===== config.mk =====
export PLATFORM = sky130hd
export DESIGN_NAME = control_unit_flat
export DESIGN_NICKNAME = d
export VERILOG_FILES = /design/src/rtl/control_unit_pkg.sv /design/src/rtl/control_unit_if.sv /design/src/rtl/control_unit.sv /design/src/flat_wrapper.sv
export SDC_FILE = /design/constraint.sdc
export NUM_CORES = 1
export LEC_CHECK = 0
export ABC_CLOCK_PERIOD_IN_PS = 3850
export CAP_MARGIN = 25
export CORE_ASPECT_RATIO = 0.8
export CORE_MARGIN = 2
export CORE_UTILIZATION = 41
export DETAILED_ROUTE_END_ITERATION = 7
export HOLD_SLACK_MARGIN = 0.06
export PLACE_DENSITY = 0.87
export SLEW_MARGIN = 5
export SYNTH_ARGS = -nofsm -noshare
export SYNTH_HDL_FRONTEND = slang
export SYNTH_SLANG_ARGS = --single-unit

===== constraint.sdc =====
create_clock -name clk -period 3.85 [get_ports clk]
set_input_delay 0.77 -clock clk [delete_from_list [all_inputs] [get_ports clk]]
set_output_delay 0.77 -clock clk [all_outputs]
set_load 0.01 [all_outputs]

===== src/rtl/control_unit_pkg.sv =====
// control_unit_pkg: opcodes, FSM state encoding and opcode classification
// shared by the control unit, the datapath and the bench.
package control_unit_pkg;
    localparam logic [4:0] OP_LD   = 5'd0,  OP_LDI  = 5'd1,  OP_ST   = 5'd2,  OP_ADD  = 5'd3;
    localparam logic [4:0] OP_SUB  = 5'd4,  OP_AND  = 5'd5,  OP_OR   = 5'd6,  OP_SHR  = 5'd7;
    localparam logic [4:0] OP_SHRA = 5'd8,  OP_SHL  = 5'd9,  OP_ROR  = 5'd10, OP_ROL  = 5'd11;
    localparam logic [4:0] OP_ADDI = 5'd12, OP_ANDI = 5'd13, OP_ORI  = 5'd14, OP_MUL  = 5'd15;
    localparam logic [4:0] OP_DIV  = 5'd16, OP_NEG  = 5'd17, OP_NOT  = 5'd18, OP_BR   = 5'd19;
    localparam logic [4:0] OP_JR   = 5'd20, OP_JAL  = 5'd21, OP_IN   = 5'd22, OP_OUT  = 5'd23;
    localparam logic [4:0] OP_MFHI = 5'd24, OP_MFLO = 5'd25, OP_NOP  = 5'd26, OP_HALT = 5'd27;

    typedef enum logic [3:0] {RST, T0, T1, T2, T3, T4, T5, T6, T7, HALT} state_t;

    // Opcodes that share an identical execute sequence collapse to one class.
    typedef enum logic [3:0] {
        C_ALU, C_IMM, C_LDI, C_LD, C_ST, C_MUL, C_NEG, C_BR,
        C_JR, C_JAL, C_IN, C_OUT, C_MFHI, C_MFLO, C_HALT, C_NOP
    } cls_t;

    function automatic cls_t op_class(input logic [4:0] op);
        if (op == OP_LD) return C_LD;
        if (op == OP_LDI) return C_LDI;
        if (op == OP_ST) return C_ST;
        if (op >= OP_ADD && op <= OP_ROL) return C_ALU;
        if (op >= OP_ADDI && op <= OP_ORI) return C_IMM;
        if (op == OP_MUL || op == OP_DIV) return C_MUL;
        if (op == OP_NEG || op == OP_NOT) return C_NEG;
        if (op == OP_BR) return C_BR;
        if (op == OP_JR) return C_JR;
        if (op == OP_JAL) return C_JAL;
        if (op == OP_IN) return C_IN;
        if (op == OP_OUT) return C_OUT;
        if (op == OP_MFHI) return C_MFHI;
        if (op == OP_MFLO) return C_MFLO;
        if (op == OP_HALT) return C_HALT;
        return C_NOP;
    endfunction
endpackage


===== src/rtl/control_unit_if.sv =====
// control_unit_if: datapath <-> control unit signals.
//   master: control unit (consumes IR/CON/Stop, drives Run and all control strobes)
//   slave : datapath side
interface control_unit_if;
    logic [31:0] IR;
    logic CON, Stop, Run;
    logic PCout, Zlowout, Zhighout, MDRout, Cout, In_Portout, LOout, HIout;
    logic MARIn, ZIn, PCIn, MDRIn, IRIn, YIn, HiIn, LoIn, CIn, InIn, OutIn, CONIn;
    logic IncPC, read, write;
    logic Gra, Grb, Grc, Rin, Rout, BAout;

    modport master (
        input  IR, CON, Stop,
        output Run,
        output PCout, Zlowout, Zhighout, MDRout, Cout, In_Portout, LOout, HIout,
        output MARIn, ZIn, PCIn, MDRIn, IRIn, YIn, HiIn, LoIn, CIn, InIn, OutIn, CONIn,
        output IncPC, read, write, Gra, Grb, Grc, Rin, Rout, BAout
    );
    modport slave (
        output IR, CON, Stop,
        input  Run,
        input  PCout, Zlowout, Zhighout, MDRout, Cout, In_Portout, LOout, HIout,
        input  MARIn, ZIn, PCIn, MDRIn, IRIn, YIn, HiIn, LoIn, CIn, InIn, OutIn, CONIn,
        input  IncPC, read, write, Gra, Grb, Grc, Rin, Rout, BAout
    );
endinterface


===== src/rtl/control_unit.sv =====
// control_unit: Moore FSM sequencing fetch (T0-T2) and per-opcode execute (T3-T7).
//   clk : rising-edge clock
//   clr : asynchronous active-low reset (forces RST, all outputs 0)
//   bus : control_unit_if.master (IR/CON/Stop in, Run and control strobes out)
module control_unit
    import control_unit_pkg::*;
(
    input  logic clk,
    input  logic clr,
    control_unit_if.master bus
);
    state_t state, nxt, fin;
    cls_t cls;
    logic last;

    assign cls = op_class(bus.IR[31:27]);

    // Final state of each execute sequence; T7 always ends one.
    assign last = (state == T3 && cls inside {C_JR, C_IN, C_OUT, C_MFHI, C_MFLO, C_NOP})
               || (state == T4 && cls inside {C_NEG, C_JAL})
               || (state == T5 && cls inside {C_ALU, C_IMM, C_LDI})
               || (state == T6 && cls inside {C_MUL, C_BR})
               || state == T7;

    always_ff @(posedge clk or negedge clr)
        if (!clr) state <= RST;
        else state <= nxt;

    // Stop only matters on the way back into T0, so instructions always finish.
    always_comb begin
        fin = bus.Stop ? HALT : T0;
        case (state)
            RST:     nxt = fin;
            HALT:    nxt = HALT;
            T3:      nxt = cls == C_HALT ? HALT : last ? fin : T4;
            default: nxt = last ? fin : state_t'(state + 4'd1);
        endcase
    end

    always_comb begin
        {bus.PCout, bus.Zlowout, bus.Zhighout, bus.MDRout, bus.Cout, bus.In_Portout, bus.LOout, bus.HIout,
         bus.MARIn, bus.ZIn, bus.PCIn, bus.MDRIn, bus.IRIn, bus.YIn, bus.HiIn, bus.LoIn, bus.CIn, bus.InIn,
         bus.OutIn, bus.CONIn, bus.IncPC, bus.read, bus.write,
         bus.Gra, bus.Grb, bus.Grc, bus.Rin, bus.Rout, bus.BAout} = '0;
        bus.Run = state != RST && state != HALT;
        case (state)
            T0: {bus.PCout, bus.MARIn, bus.IncPC, bus.ZIn} = '1;
            T1: {bus.Zlowout, bus.PCIn, bus.read, bus.MDRIn} = '1;
            T2: {bus.MDRout, bus.IRIn} = '1;
            T3: case (cls)
                C_ALU, C_IMM:      {bus.Grb, bus.Rout, bus.YIn} = '1;
                C_LDI, C_LD, C_ST: {bus.Grb, bus.BAout, bus.YIn} = '1;
                C_MUL:             {bus.Gra, bus.Rout, bus.YIn} = '1;
                C_NEG:             {bus.Grb, bus.Rout, bus.ZIn} = '1;
                C_BR:              {bus.Gra, bus.Rout, bus.CONIn} = '1;
                C_JR:              {bus.Gra, bus.Rout, bus.PCIn} = '1;
                C_JAL:             {bus.PCout, bus.Grb, bus.Rin} = '1;
                C_IN:              {bus.In_Portout, bus.Gra, bus.Rin} = '1;
                C_OUT:             {bus.Gra, bus.Rout, bus.OutIn} = '1;
                C_MFHI:            {bus.HIout, bus.Gra, bus.Rin} = '1;
                C_MFLO:            {bus.LOout, bus.Gra, bus.Rin} = '1;
                default: ;
            endcase
            T4: case (cls)
                C_ALU:                    {bus.Grc, bus.Rout, bus.ZIn} = '1;
                C_IMM, C_LDI, C_LD, C_ST: {bus.Cout, bus.ZIn} = '1;
                C_MUL:                    {bus.Grb, bus.Rout, bus.ZIn} = '1;
                C_NEG:                    {bus.Zlowout, bus.Gra, bus.Rin} = '1;
                C_BR:                     {bus.PCout, bus.YIn} = '1;
                C_JAL:                    {bus.Gra, bus.Rout, bus.PCIn} = '1;
                default: ;
            endcase
            T5: case (cls)
                C_ALU, C_IMM, C_LDI: {bus.Zlowout, bus.Gra, bus.Rin} = '1;
                C_LD, C_ST:          {bus.Zlowout, bus.MARIn} = '1;
                C_MUL:               {bus.Zlowout, bus.LoIn} = '1;
                C_BR:                {bus.Cout, bus.ZIn} = '1;
                default: ;
            endcase
            T6: case (cls)
                C_LD:  {bus.read, bus.MDRIn} = '1;
                C_ST:  {bus.Gra, bus.Rout, bus.MDRIn} = '1;
                C_MUL: {bus.Zhighout, bus.HiIn} = '1;
                C_BR:  begin
                    bus.Zlowout = 1'b1;
                    bus.PCIn = bus.CON;
                end
                default: ;
            endcase
            T7: case (cls)
                C_LD: {bus.MDRout, bus.Gra, bus.Rin} = '1;
                C_ST: bus.write = 1'b1;
                default: ;
            endcase
            default: ;
        endcase
    end
endmodule

===== src/flat_wrapper.sv =====
// flat-port wrapper written by rule: the top's interface ports become plain ports
module control_unit_flat import control_unit_pkg::*;
  (clk, clr, bus_IR, bus_CON, bus_Stop, bus_Run, bus_PCout, bus_Zlowout, bus_Zhighout, bus_MDRout, bus_Cout, bus_In_Portout, bus_LOout, bus_HIout, bus_MARIn, bus_ZIn, bus_PCIn, bus_MDRIn, bus_IRIn, bus_YIn, bus_HiIn, bus_LoIn, bus_CIn, bus_InIn, bus_OutIn, bus_CONIn, bus_IncPC, bus_read, bus_write, bus_Gra, bus_Grb, bus_Grc, bus_Rin, bus_Rout, bus_BAout);
  control_unit_if bus_i ();
  input  logic clk;
  input  logic clr;
  input wire logic [$bits(bus_i.IR)-1:0] bus_IR;
  input wire logic [$bits(bus_i.CON)-1:0] bus_CON;
  input wire logic [$bits(bus_i.Stop)-1:0] bus_Stop;
  output wire logic [$bits(bus_i.Run)-1:0] bus_Run;
  output wire logic [$bits(bus_i.PCout)-1:0] bus_PCout;
  output wire logic [$bits(bus_i.Zlowout)-1:0] bus_Zlowout;
  output wire logic [$bits(bus_i.Zhighout)-1:0] bus_Zhighout;
  output wire logic [$bits(bus_i.MDRout)-1:0] bus_MDRout;
  output wire logic [$bits(bus_i.Cout)-1:0] bus_Cout;
  output wire logic [$bits(bus_i.In_Portout)-1:0] bus_In_Portout;
  output wire logic [$bits(bus_i.LOout)-1:0] bus_LOout;
  output wire logic [$bits(bus_i.HIout)-1:0] bus_HIout;
  output wire logic [$bits(bus_i.MARIn)-1:0] bus_MARIn;
  output wire logic [$bits(bus_i.ZIn)-1:0] bus_ZIn;
  output wire logic [$bits(bus_i.PCIn)-1:0] bus_PCIn;
  output wire logic [$bits(bus_i.MDRIn)-1:0] bus_MDRIn;
  output wire logic [$bits(bus_i.IRIn)-1:0] bus_IRIn;
  output wire logic [$bits(bus_i.YIn)-1:0] bus_YIn;
  output wire logic [$bits(bus_i.HiIn)-1:0] bus_HiIn;
  output wire logic [$bits(bus_i.LoIn)-1:0] bus_LoIn;
  output wire logic [$bits(bus_i.CIn)-1:0] bus_CIn;
  output wire logic [$bits(bus_i.InIn)-1:0] bus_InIn;
  output wire logic [$bits(bus_i.OutIn)-1:0] bus_OutIn;
  output wire logic [$bits(bus_i.CONIn)-1:0] bus_CONIn;
  output wire logic [$bits(bus_i.IncPC)-1:0] bus_IncPC;
  output wire logic [$bits(bus_i.read)-1:0] bus_read;
  output wire logic [$bits(bus_i.write)-1:0] bus_write;
  output wire logic [$bits(bus_i.Gra)-1:0] bus_Gra;
  output wire logic [$bits(bus_i.Grb)-1:0] bus_Grb;
  output wire logic [$bits(bus_i.Grc)-1:0] bus_Grc;
  output wire logic [$bits(bus_i.Rin)-1:0] bus_Rin;
  output wire logic [$bits(bus_i.Rout)-1:0] bus_Rout;
  output wire logic [$bits(bus_i.BAout)-1:0] bus_BAout;
  assign bus_i.IR = bus_IR;
  assign bus_i.CON = bus_CON;
  assign bus_i.Stop = bus_Stop;
  assign bus_Run = bus_i.Run;
  assign bus_PCout = bus_i.PCout;
  assign bus_Zlowout = bus_i.Zlowout;
  assign bus_Zhighout = bus_i.Zhighout;
  assign bus_MDRout = bus_i.MDRout;
  assign bus_Cout = bus_i.Cout;
  assign bus_In_Portout = bus_i.In_Portout;
  assign bus_LOout = bus_i.LOout;
  assign bus_HIout = bus_i.HIout;
  assign bus_MARIn = bus_i.MARIn;
  assign bus_ZIn = bus_i.ZIn;
  assign bus_PCIn = bus_i.PCIn;
  assign bus_MDRIn = bus_i.MDRIn;
  assign bus_IRIn = bus_i.IRIn;
  assign bus_YIn = bus_i.YIn;
  assign bus_HiIn = bus_i.HiIn;
  assign bus_LoIn = bus_i.LoIn;
  assign bus_CIn = bus_i.CIn;
  assign bus_InIn = bus_i.InIn;
  assign bus_OutIn = bus_i.OutIn;
  assign bus_CONIn = bus_i.CONIn;
  assign bus_IncPC = bus_i.IncPC;
  assign bus_read = bus_i.read;
  assign bus_write = bus_i.write;
  assign bus_Gra = bus_i.Gra;
  assign bus_Grb = bus_i.Grb;
  assign bus_Grc = bus_i.Grc;
  assign bus_Rin = bus_i.Rin;
  assign bus_Rout = bus_i.Rout;
  assign bus_BAout = bus_i.BAout;
  control_unit u_core (.clk(clk), .clr(clr), .bus(bus_i));
endmodule

== After elaboration in Yosys (flattened, before gate mapping) ==
Cells that the tools add are included.
Widths: inputs -> output; s select.

* $add $sub $neg: 1
* $lt $le $gt $ge: 4
* Equality and inequality tests: 39
* Multiplexer cells: 236
* Reduce and logical (&&, ||, !) cells: 32

{| class="wikitable"
|+ Operators by type and width
! cell !! count
|-
| $mux 4 || 65
|-
| $mux 1 || 156
|-
| $eq 5x5->1 const B || 11
|-
| $eq 4x4->1 const B || 10
|-
| $eq 4x3->1 const B || 8
|-
| $reduce_or 7->1 || 3
|-
| $eq 4x2->1 const B || 4
|-
| $pmux 1 s4 || 4
|-
| $pmux 1 s2 || 7
|-
| $pmux 4 s3 || 1
|-
| $le 5x4->1 const B || 2
|-
| $reduce_or 3->1 || 3
|-
| $eq 4x1->1 const B || 2
|-
| $logic_not 4->1 || 2
|-
| $reduce_or 4->1 || 2
|-
| $logic_and 1x1->1 || 7
|-
| $logic_or 1x1->1 || 6
|-
| $pmux 1 s3 || 2
|-
| $reduce_bool 6->1 || 1
|-
| $reduce_or 6->1 || 1
|-
| $eq 5x1->1 const B || 1
|-
| $eq 5x2->1 const B || 1
|-
| $eq 5x4->1 const B || 1
|-
| $ge 5x2->1 const B || 1
|-
| other kinds (9) || 11
|}

* Register bits: 4
* Bits of input ports: 36
* Output and inout port bits: 30
* Word-level logic and storage cells: 313

== Depth between registers and ports, before layout ==
* Word-level depth: 132
* Mapped depth: 8
* Gate-level depth less buffers: 7

== Least setup slack after synthesis ==
OpenSTA, ideal clock, no wires.

* Kind: input to output
* Start: in bus_IR[28]
* End: out bus_Gra
* Arrival: 2.109 ns
* Required time: 3.080 ns
* Setup slack: 0.971 ns
* Stages: 6
* Path buffers: 1
* Cell sequence: buf_2 and4_4 or4_1 a221o_1 nand2_1 or3_1

* Longest elaborated chain between the ends: 65
* Elaborated cells between the ends (all ways): 226
* Those cells by class: order compare: 4; eq/ne: 27; mux: 186; reduce/logical: 9

{| class="wikitable"
|+ Ends and longest elaborated chain
! element !! RTL line !! text
|-
| from (decl) || flat_wrapper.sv:7 || <nowiki>input wire logic [$bits(bus_i.IR)-1:0] bus_IR;</nowiki>
|-
| parallel branches: the longest is 60 deep, another holds $ge 5x2->1 || -- ||
|-
| $mux 4 * || control_unit_pkg.sv:22 || <nowiki>if (op == OP_LDI) return C_LDI;</nowiki>
|-
| $eq 4x3->1, or another cell as far along || control_unit.sv:50 || <nowiki>T3: case (cls)</nowiki>
|-
| $reduce_or 7->1 (no source line), or another cell as far along || -- ||
|-
| $mux 1, on equally long branches || control_unit.sv:50, control_unit.sv:64, control_unit.sv:73 ||
|-
| $pmux 1 s5 * || control_unit.sv:46 || <nowiki>case (state)</nowiki>
|-
| to (decl) || flat_wrapper.sv:34 || <nowiki>output wire logic [$bits(bus_i.Gra)-1:0] bus_Gra;</nowiki>
|}

Every way passes the cells marked *. The select of a mux whose other input is x is not followed.

== Worst setup path in the final report ==
* Start: in bus_IR[27]
* End: out bus_Rin

* Longest elaborated chain between the ends: 65
* Elaborated cells between the ends (all ways): 219
* Those cells by class: order compare: 4; eq/ne: 22; mux: 185; reduce/logical: 8

{| class="wikitable"
|+ Ends and longest elaborated chain
! element !! RTL line !! text
|-
| parallel branches: the longest is 60 deep, another holds $ge 5x2->1 || -- ||
|-
| $mux 4 * || control_unit_pkg.sv:22 ||
|-
| $eq 4x4->1, or another cell as far along || control_unit.sv:50 ||
|-
| $reduce_or 4->1 (no source line) or $reduce_or 3->1 (tied branches) || -- ||
|-
| $mux 1, on equally long branches || control_unit.sv:50, control_unit.sv:73 ||
|-
| $pmux 1 s4 * || control_unit.sv:46 ||
|-
| to (decl) || flat_wrapper.sv:37 || <nowiki>output wire logic [$bits(bus_i.Rin)-1:0] bus_Rin;</nowiki>
|}

Marks and branches as above.

==> results.cfg <==
[critical_path]
crit_end = bus_Rin
critPathMaxStageDelay_ns = 0.56
slowest_stage = clkdlybuf4s50_1
rrSetupSlack_ns = 1.67
r2r-start = u_core.state[0]
critPathRequiredTime_ns = 3.08
start_kind = input pin
crit_path_end_kind = output port
cpMostUsedCell = clkdlybuf4s50_1
crit_type = input pin to output port
critPathMaxFanout = 4
r2r_end = u_core.state[3]
r2r_cells = 7
arrival_ns = 2.95
crit_chain = clkdlybuf4s50_1, and4_4, or4_1, a221o_1, o211ai_1, clkdlybuf4s50_1
cp-startpoint = bus_IR[27]

[detailed_routing]
wirelength_um = 3250
wire_per_inst_um = 13.5
antenna_left = 0
routed-via-count = 1441
routed_via_density = 5.98
drt-pass1-iter-count = 4
first_iter_violations = 80
drc = 0

[layout]
largest_reg_flops = 4
antenna_cells = 0
fillCellCount = 254
regArea_um2 = 100
final_nets = 247
fin_area_mm2 = 0.00152
syn_to_final_growth_pct = 40.6
regMostFlops = u_core.state
reg_top3 = u_core.state x4
multi_input_comb_area_um2 = 871
drive_above_1_share_pct = 10.7
stdcell_count = 241

[logic_synthesis]
synth-seq-cells = 4
synth_edf_count = 0
synth_ff_type = dfrtp_1
postSynthAreaPerCell_um2 = 6.44
synth_area_mm2 = 0.00108
synth.yosys.seq_area_share_pct = 9.25
ys_warn_count = 0
synth.distinct_cells = 48
async_reset_ff_share_pct = 100
netlist_instances = 168

[place]
port_buffers = 36
gp_congestion = 0.958
dp.cells = 238
postPlaceCellArea_mm2 = 0.00150
dp_hpwl_um = 2480

[sta]
period_minus_slack_ns = 3.72
max_freq_ghz = 0.269
final_hold_viol_count = 0
slew-limit-headroom_pct = 66.4
max_slew.worst_pin.slew_ns = 0.503
holdWs_ns = 0.613
period_share_pct = 96.6
clock_skew_ns = 0.00165
fin_setup_tns_ns = 0
rsz0062_at_grt = no
slew_violations = 0
setup_viol = 0

[clocking]
cts_tree = yes
htreeDepth = 1
clockBufferDepth = 2
cts.sinks = 4
cts_made_buffers = 3
root_buffer = clkbuf_4
cts.clk_slew.worst_paths_ns = 0.04
worstSkewPairLatency_ns = 0.24
cts_setup_buffers = 0

[pwr]
finalPower_mw = 0.495
power_leakage_nw = 0.631
peakVddDrop_mv = 0.226
p_per_area_mw_per_mm2 = 326

[global_routing]
grtUsageTotal_pct = 22.5
grt_first_pass_wirelength_um = 5360
antenna_found_initial = 0
grt_max_degree = 24
grt.overflow.total = 0
grt_pass1_vias = 1222

[run]
cap_viol_max_count = 0

[floorplan]
initial_core_util_pct = 43.6
row_count = 16
dieArea_mm2 = 0.00307
design.core.area_mm2 = 0.00248
die_y_um = 50.0
io_pins = 66
die_w_um = 61.4

[outcome]
status = completed

[worst_hold_path]
min_path_type = flip-flop to flip-flop
[cell usage in the layout (no fill, tap or decap), types with 3 or more instances in the layout]
cell             instances
nor2_1                  14
inv_1                    4
nand2_1                 25
o31ai_1                  3
clkdlybuf4s50_1         35
nand2b_1                 5
nor3_1                   9
a21oi_1                 10
nor2b_1                  6
o21ai_0                  7
nand3_1                  5
nand3b_1                 4
nand4_1                  5
buf_4                   14
or3_1                    4
dfrtp_1                  4
a211oi_1                 3
ha_1                     4
clkbuf_4                 3
[where the power goes]
group	leakage [nW]	internal (mW)	switching, mW
registers	0.0460	0.0621	0.0376
clock network	0.0138	0.0350	0.0192
logic	0.571	0.161	0.181
total	0.631	0.258	0.237
[critical path: cells and delay by family]
family	cells	cell delay (ns)
buffers and inverters	2	1.02
AO/OA/AOI/OAI	2	0.45
AND/OR/NAND/NOR	2	0.71
[per-stage QoR]
stage                     util, %  setup slack (ns)
after detailed placement     60.3            0.0425
after global placement       60.3            0.0488
after CTS                    61.2            0.0332
after global routing         61.3           0.00811
final                        61.3             0.132
after floorplan                 -             0.971
[how the worst min path moves through the flow]
| stage | cells after the start | start | to |
|---|---|---|---|
| 2_1_floorplan | 0 | clr | u_core.state[0] |
| 3_3_place_gp | 2 | u_core.state[0] | u_core.state[0] |
| 3_5_place_dp | 2 | u_core.state[0] | u_core.state[0] |
| 4_1_cts | 2 | u_core.state[0] | u_core.state[0] |
| 5_1_grt | 2 | u_core.state[0] | u_core.state[0] |
| 6_report | 2 | u_core.state[0] | u_core.state[0] |
[final cells by class]
cell class                 instances  area share [%]
timing repair buffer              50            30.8
inverter                           4           0.987
multi-input combinational        144            57.2
clock buffer                       3            1.48
sequential                         4            6.58
tap                               36            2.96
[cell usage after synthesis, types with 3 or more instances]
library cell / number / area (µm²)
dfrtp_1: 4 / 100
nand3_1: 5 / 25.0
nand4_1: 5 / 31.3
nand3b_1: 4 / 30.0
o31ai_1: 3 / 22.5
nor2_1: 14 / 52.6
nor2b_1: 6 / 37.5
a21oi_1: 10 / 50.1
inv_1: 4 / 15.0
o21ai_0: 7 / 35.0
buf_4: 3 / 22.5
buf_6: 3 / 33.8
nand2b_1: 5 / 31.3
nand2_1: 25 / 93.8
ha_1: 4 / 50.1
a211oi_1: 3 / 22.5
clkbuf_1: 9 / 33.8
or3_1: 4 / 25.0
nor3_1: 9 / 45.0
[cells by family after synthesis]
| logic type | count (synthesis) | share of synthesized area, % |
|---|---|---|
| AND/OR/NAND/NOR | 93 | 46.6 |
| AO/OA/AOI/OAI | 42 | 25.9 |
| buffers and inverters | 21 | 10.6 |
| adder cells (fa/ha/maj) | 4 | 4.62 |
| flip-flops | 4 | 9.25 |
| multiplexers | 2 | 1.85 |
| other | 1 | 0.346 |
| XOR/XNOR | 1 | 0.809 |
[metal layers]
metal / track usage (%) / wire length, µm
met1: 33.4 / 1380
met2: 33.5 / 1400
met3: 4.46 / 431
met4: 4.26 / 38
met5: 0 / 0
[repair_timing]
item                                    in CTS  in global routing
hold buffers                                 0                  0
endpoints found under the setup margin       0                  1
resized for setup                            0                  1
Power figures use the tool's default switching activity.
